[config.mk]
export PLATFORM = sky130hd
export DESIGN_NAME = pwm_peripheral
export DESIGN_NICKNAME = d
export VERILOG_FILES = /design/src/rtl/pwm_pkg.sv /design/src/rtl/pwm_timebase.sv /design/src/rtl/pwm_peripheral.sv
export SDC_FILE = /design/constraint.sdc
export NUM_CORES = 1
export LEC_CHECK = 0
export ABC_AREA = 0
export ABC_CLOCK_PERIOD_IN_PS = 4100
export CORE_UTILIZATION = 49
export CTS_BUF_LIST = sky130_fd_sc_hd__clkbuf_4 sky130_fd_sc_hd__clkbuf_8
export CTS_CLUSTER_SIZE = 10
export DETAILED_ROUTE_END_ITERATION = 8
export PLACE_DENSITY = 0.87
export SLEW_MARGIN = 20
export SYNTH_ARGS = -nofsm -noshare
export SYNTH_HDL_FRONTEND = slang
export SYNTH_HIERARCHICAL = 1
export SYNTH_SLANG_ARGS = --single-unit
[constraint.sdc]
create_clock -name clk -period 4.1 [get_ports clk]
set_input_delay 0.41 -clock clk [delete_from_list [all_inputs] [get_ports clk]]
set_output_delay 0.41 -clock clk [all_outputs]
set_load 0.03 [all_outputs]
[src/rtl/pwm_pkg.sv]
// pwm_pkg: shared constants, types and compare helper for the PWM peripheral
//   PWM_STEPS     steps per PWM period (step counter runs 0..PWM_LAST_STEP)
//   PWM_LAST_STEP last step value before the counter wraps to 0
//   N_PINS        number of output pins
//   DUTY_FULL     duty code that keeps the waveform high for the whole period
package pwm_pkg;
   localparam int         PWM_STEPS     = 255;
   localparam logic [7:0] PWM_LAST_STEP = 8'd254;
   localparam int         N_PINS        = 16;
   localparam logic [7:0] DUTY_FULL     = 8'hFF;

   typedef logic [7:0]        duty_t;
   typedef logic [N_PINS-1:0] pin_vec_t;

   // Full duty is special-cased so the waveform never drops at the wrap step.
   function automatic logic pwm_compare(input duty_t cnt, input duty_t duty);
      return (duty == DUTY_FULL) | (cnt < duty);
   endfunction
endpackage

[src/rtl/pwm_timebase.sv]
// pwm_timebase: clock prescaler and 255-step PWM step counter
//   clk_i   in   system clock
//   rst_ni  in   synchronous active-low reset
//   cnt_o   out  current step, 0..254
//   tick_o  out  high on the last prescaler cycle of each step
//   wrap_o  out  high on the tick that moves the step counter from 254 to 0
module pwm_timebase
   import pwm_pkg::*;
#(
   parameter int CLK_DIV    = 13,
   parameter int PRESCALE_W = 4
) (
   input  logic  clk_i,
   input  logic  rst_ni,
   output duty_t cnt_o,
   output logic  tick_o,
   output logic  wrap_o
);
   localparam logic [PRESCALE_W-1:0] PRESC_LAST = PRESCALE_W'(CLK_DIV - 1);

   logic [PRESCALE_W-1:0] presc_q, presc_d;
   duty_t                 cnt_q, cnt_d;
   logic                  tick, wrap;

   always_comb begin
      tick    = presc_q == PRESC_LAST;
      wrap    = tick & (cnt_q == PWM_LAST_STEP);
      presc_d = tick ? '0 : presc_q + PRESCALE_W'(1);
      cnt_d   = wrap ? '0 : (tick ? cnt_q + 8'd1 : cnt_q);
   end

   always_ff @(posedge clk_i) begin
      if (!rst_ni) begin
         presc_q <= '0;
         cnt_q   <= '0;
      end else begin
         presc_q <= presc_d;
         cnt_q   <= cnt_d;
      end
   end

   assign cnt_o  = cnt_q;
   assign tick_o = tick;
   assign wrap_o = wrap;
endmodule

[src/rtl/pwm_peripheral.sv]
// pwm_peripheral: 16 pins, each forced low, forced high, or driven by a shared 8-bit PWM
//   clk              in   system clock
//   rst_n            in   synchronous active-low reset
//   en_reg_out_7_0   in   pin drive enable, pins 7:0 (0 = pin low)
//   en_reg_out_15_8  in   pin drive enable, pins 15:8
//   en_reg_pwm_7_0   in   PWM select, pins 7:0 (0 = static high when enabled)
//   en_reg_pwm_15_8  in   PWM select, pins 15:8
//   pwm_duty_cycle   in   shared duty, 0x00 = never high, 0xFF = always high
//   out              out  registered pin outputs
//   period_start     out  one-cycle pulse as the step counter returns to 0
// Build option PWM_SYNC_UPDATE_EN: when defined, a new duty is taken only at the
// period boundary; otherwise it follows pwm_duty_cycle one clock later.
module pwm_peripheral
   import pwm_pkg::*;
#(
   parameter int CLK_DIV    = 13,
   parameter int PRESCALE_W = 4
) (
   input  logic        clk,
   input  logic        rst_n,
   input  logic [7:0]  en_reg_out_7_0,
   input  logic [7:0]  en_reg_out_15_8,
   input  logic [7:0]  en_reg_pwm_7_0,
   input  logic [7:0]  en_reg_pwm_15_8,
   input  logic [7:0]  pwm_duty_cycle,
   output logic [15:0] out,
   output logic        period_start
);
   duty_t    cnt, duty_act_q, duty_act_d;
   pin_vec_t en_out, en_pwm, out_q, out_d;
   logic     wrap, pwm_hi, unused_tick;
   logic     first_q, period_start_q, period_start_d;

   pwm_timebase #(
      .CLK_DIV    (CLK_DIV),
      .PRESCALE_W (PRESCALE_W)
   ) u_timebase (
      .clk_i  (clk),
      .rst_ni (rst_n),
      .cnt_o  (cnt),
      .tick_o (unused_tick),
      .wrap_o (wrap)
   );

   always_comb begin
      en_out = {en_reg_out_15_8, en_reg_out_7_0};
      en_pwm = {en_reg_pwm_15_8, en_reg_pwm_7_0};
`ifdef PWM_SYNC_UPDATE_EN
      duty_act_d = wrap ? pwm_duty_cycle : duty_act_q;
`else
      duty_act_d = pwm_duty_cycle;
`endif
      pwm_hi         = pwm_compare(cnt, duty_act_q);
      out_d          = en_out & (~en_pwm | {N_PINS{pwm_hi}});
      // first_q marks the first clock after reset, which also begins a period
      period_start_d = wrap | first_q;
   end

   always_ff @(posedge clk) begin
      if (!rst_n) begin
         duty_act_q     <= '0;
         out_q          <= '0;
         first_q        <= 1'b1;
         period_start_q <= 1'b0;
      end else begin
         duty_act_q     <= duty_act_d;
         out_q          <= out_d;
         first_q        <= 1'b0;
         period_start_q <= period_start_d;
      end
   end

   assign out          = out_q;
   assign period_start = period_start_q;
endmodule

==> impl_metrics.toml <==
[clock_tree]
clockBufferDepth = 2
postCtsResizedCells = 0
root_buffer = "clkbuf_4"
htreeDepth = 2
post_cts_buffers = 0
ctsHoldBuffers = 0
cts_buffers = 5
clk_transition_reported_paths_ns = 0.11
cts_tree = "done"
insertion_delay_ns = 0.35
numClockSinks = 38

[critical_path]
crit_buf_inv = 0
cp_max_fo = 16
reg2reg_to = "out[7]"
crit_family = "compound AO/OA/AOI/OAI gates"
crit_slowest_cell = "o32ai_4"
critPathKind = "reg -> reg"
worstPathCellList = "ha_1 -> o21a_1 -> o22ai_1 -> o32ai_4 -> a21oi_1"
r2r-start = "u_timebase/cnt_o[2]"
max_stage_delay_ns = 0.78
r2r.worst_path.cells = 5
startpoint = "u_timebase/cnt_o[2]"
end_kind = "register"
arrival_ns = 2.26
crit_required_ns = 4.32
startpoint_type = "register"
r2r_slack_ns = 2.06

[logic_synthesis]
netlist_instances = 165
synth_cell_types = 32
post_synth.cell_area_avg_um2 = 9.68
netlist.area_leader.share_pct = 47.6
syn_area_mm2 = 0.00160
yosysSeqAreaShare_pct = 47.6
synth_fp_nets = 218
yosys_warnings = 6
ys_top_cells_by_area = "dfxtp_1 48%, ha_1 8.6%, a21oi_2 5.5%"
ys_ff_latch = 38
synth_top_cell_by_area = "dfxtp_1"

[timing]
fmax_mhz = 491
maxSlewHeadroom_pct = 38.8
drv_slew = 0
fin_tns_setup_ns = 0
worst_slack_ns = 2.06
period_needed_ns = 2.04
hold_viol = 0
finClkSkew_ns = 0.00961
setup_violations = 0
max_slew.worst_pin.slew_ns = 0.915
period_share_pct = 49.7
rsz0062_at_grt = "no"

[min_path]
hold_depth = 2
min_path_type = "reg -> reg"
min_to = "period_start"
hold_start = "first_q"

[placed_design]
dpl.hpwl_um = 2560
dpl_worst_slack_ns = 1.86
port_buffers = 58
place.gp.congestion = 0.825

[finish]
syn_to_final_growth_pct = 41.9
nFillCells = 215
antenna_cells = 0
drive_gt1_share_pct = 10.6
layout.nets = 279

[power]
power.density_mw_per_mm2 = 321
vdd_drop_max_mv = 0.278
power.leakage_nw = 0.878

[detailed_routing]
wl_per_cell_um = 12.7
dr.pass1.iters = 4
drt_iter0_markers = 113
routed_wl_um = 3450
vias = 1387
drcViolationCount = 0
viasPerCell = 5.12
postRouteAntennaNets = 0

[floorplanning]
fp.dieArea_mm2 = 0.00349
start_util_pct = 51.9
core_area_mm2 = 0.00308
chipHeight_um = 59.1
die_x_um = 59.1
rows = 20
ioPinCount = 59

[job]
max_cap_viol_count = 0

[grt]
grt_pass1_vias = 1370
grt_first_pass_wirelength_um = 5660
grt_max_degree = 31
antenna_found_initial = 0
grt_use_total_pct = 22.8
overflow = 0

[status]
status = "completed"
## per-layer routing
layer  routed length (um)  GRT usage (%)  vias up
met1                 1340           22.3      630
met5                    0              0        -
met2                 1670           39.1       58
met3                  286           9.39       13
met4                  149           16.0        0
li1                     -              -      686
## cell usage after synthesis
cell type   n
a2111oi_4   1
a211oi_1    1
a21boi_0    1
a21o_1      1
a21oi_1    13
a21oi_2    10
and2_1      8
and3_2      1
buf_6       2
clkbuf_1    2
dfxtp_1    38
ha_1       11
inv_1      14
nand2_1    21
nand2b_4    1
nand3_1     4
nand3_2     1
nand4_1     5
nor2_1      8
nor3_1      1
nor4_1      1
nor4b_1     1
o21a_1      2
o21ai_0     4
o22ai_1     1
o31ai_1     3
o32ai_4     1
or3_1       2
or3_2       1
or4_1       2
xnor2_1     2
xor2_1      1
## worst register-to-register path, stage by stage, from the launching register on
cell,delay (ns)
dfxtp_1,0.45
ha_1,0.26
o21a_1,0.14
o22ai_1,0.10
o32ai_4,0.78
a21oi_1,0.17
## final cells by class
| class | count | area (um^2) | share of cell area (%) |
|---|---|---|---|
| clock inverters | 1 | 5.00 | 0.221 |
| inverters | 14 | 52.6 | 2.32 |
| multi-input cells | 109 | 754 | 33.3 |
| repair buffers | 58 | 581 | 25.6 |
| clock buffers | 7 | 58.8 | 2.59 |
| flip-flops and latches | 38 | 761 | 33.6 |
| well taps | 44 | 55.1 | 2.43 |
## layout by cell type (no fill, tap or decap), drive strengths merged, types with 2 or more instances in the layout
| master | Yosys | routed |
|---|---|---|
| clkdlybuf4s50 | 0 | 58 |
| a21oi | 23 | 23 |
| or4 | 2 | 2 |
| nor2 | 8 | 8 |
| clkbuf | 2 | 7 |
| nand2 | 21 | 21 |
| nand4 | 5 | 5 |
| o21ai | 4 | 4 |
| o31ai | 3 | 3 |
| dfxtp | 38 | 38 |
| nand3 | 5 | 5 |
| or3 | 3 | 3 |
| ha | 11 | 11 |
| and2 | 8 | 8 |
| xnor2 | 2 | 2 |
| inv | 14 | 14 |
| o21a | 2 | 2 |
## cell families after synthesis
kind of cell	share of synthesized area, %
xor+xnor	1.64
compound gates	18.4
fa+ha+maj	8.61
simple gates	18.6
buf+inv	5.17
flops	47.6
## how the worst max path moves through the flow
stage	endpoint	slack (ns)	cells past startpoint
2_1_floorplan	out[0]	2.50	6
3_3_place_gp	u_timebase/cnt_o[1]	1.93	3
3_5_place_dp	u_timebase/cnt_o[1]	1.86	3
4_1_cts	out[7]	2.04	5
5_1_grt	out[10]	1.87	5
6_report	out[7]	2.06	5
## sequential cells by signal, indices dropped and copies added (netlist names)
name                count
first_q                 1
duty_act_q              8
u_timebase/presc_q      4
period_start            1
out                    16
u_timebase/cnt_o        8
## metrics by stage
step | power [mW] | hold slack (ns) | cell area (um^2) | cells | util (%)
final | 0.728 | 0.456 | 2270 | 271 | 73.7
after CTS | 0.734 | 0.464 | 2270 | 271 | 73.7
after global placement | 0.519 | 0.431 | 2200 | 263 | 71.6
after global routing | 0.760 | 0.496 | 2270 | 271 | 73.7
after floorplan | 0.457 | 0.416 | 1600 | 165 | -
after detailed placement | 0.523 | 0.439 | 2200 | 263 | 71.6
## power by group
group          leakage, nW  switching, mW  internal, mW
clock               0.0387          0.123        0.0897
sequential           0.314        0.00783         0.386
combinational        0.526         0.0541        0.0674
No activity file was read; power rests on OpenSTA's default activity.
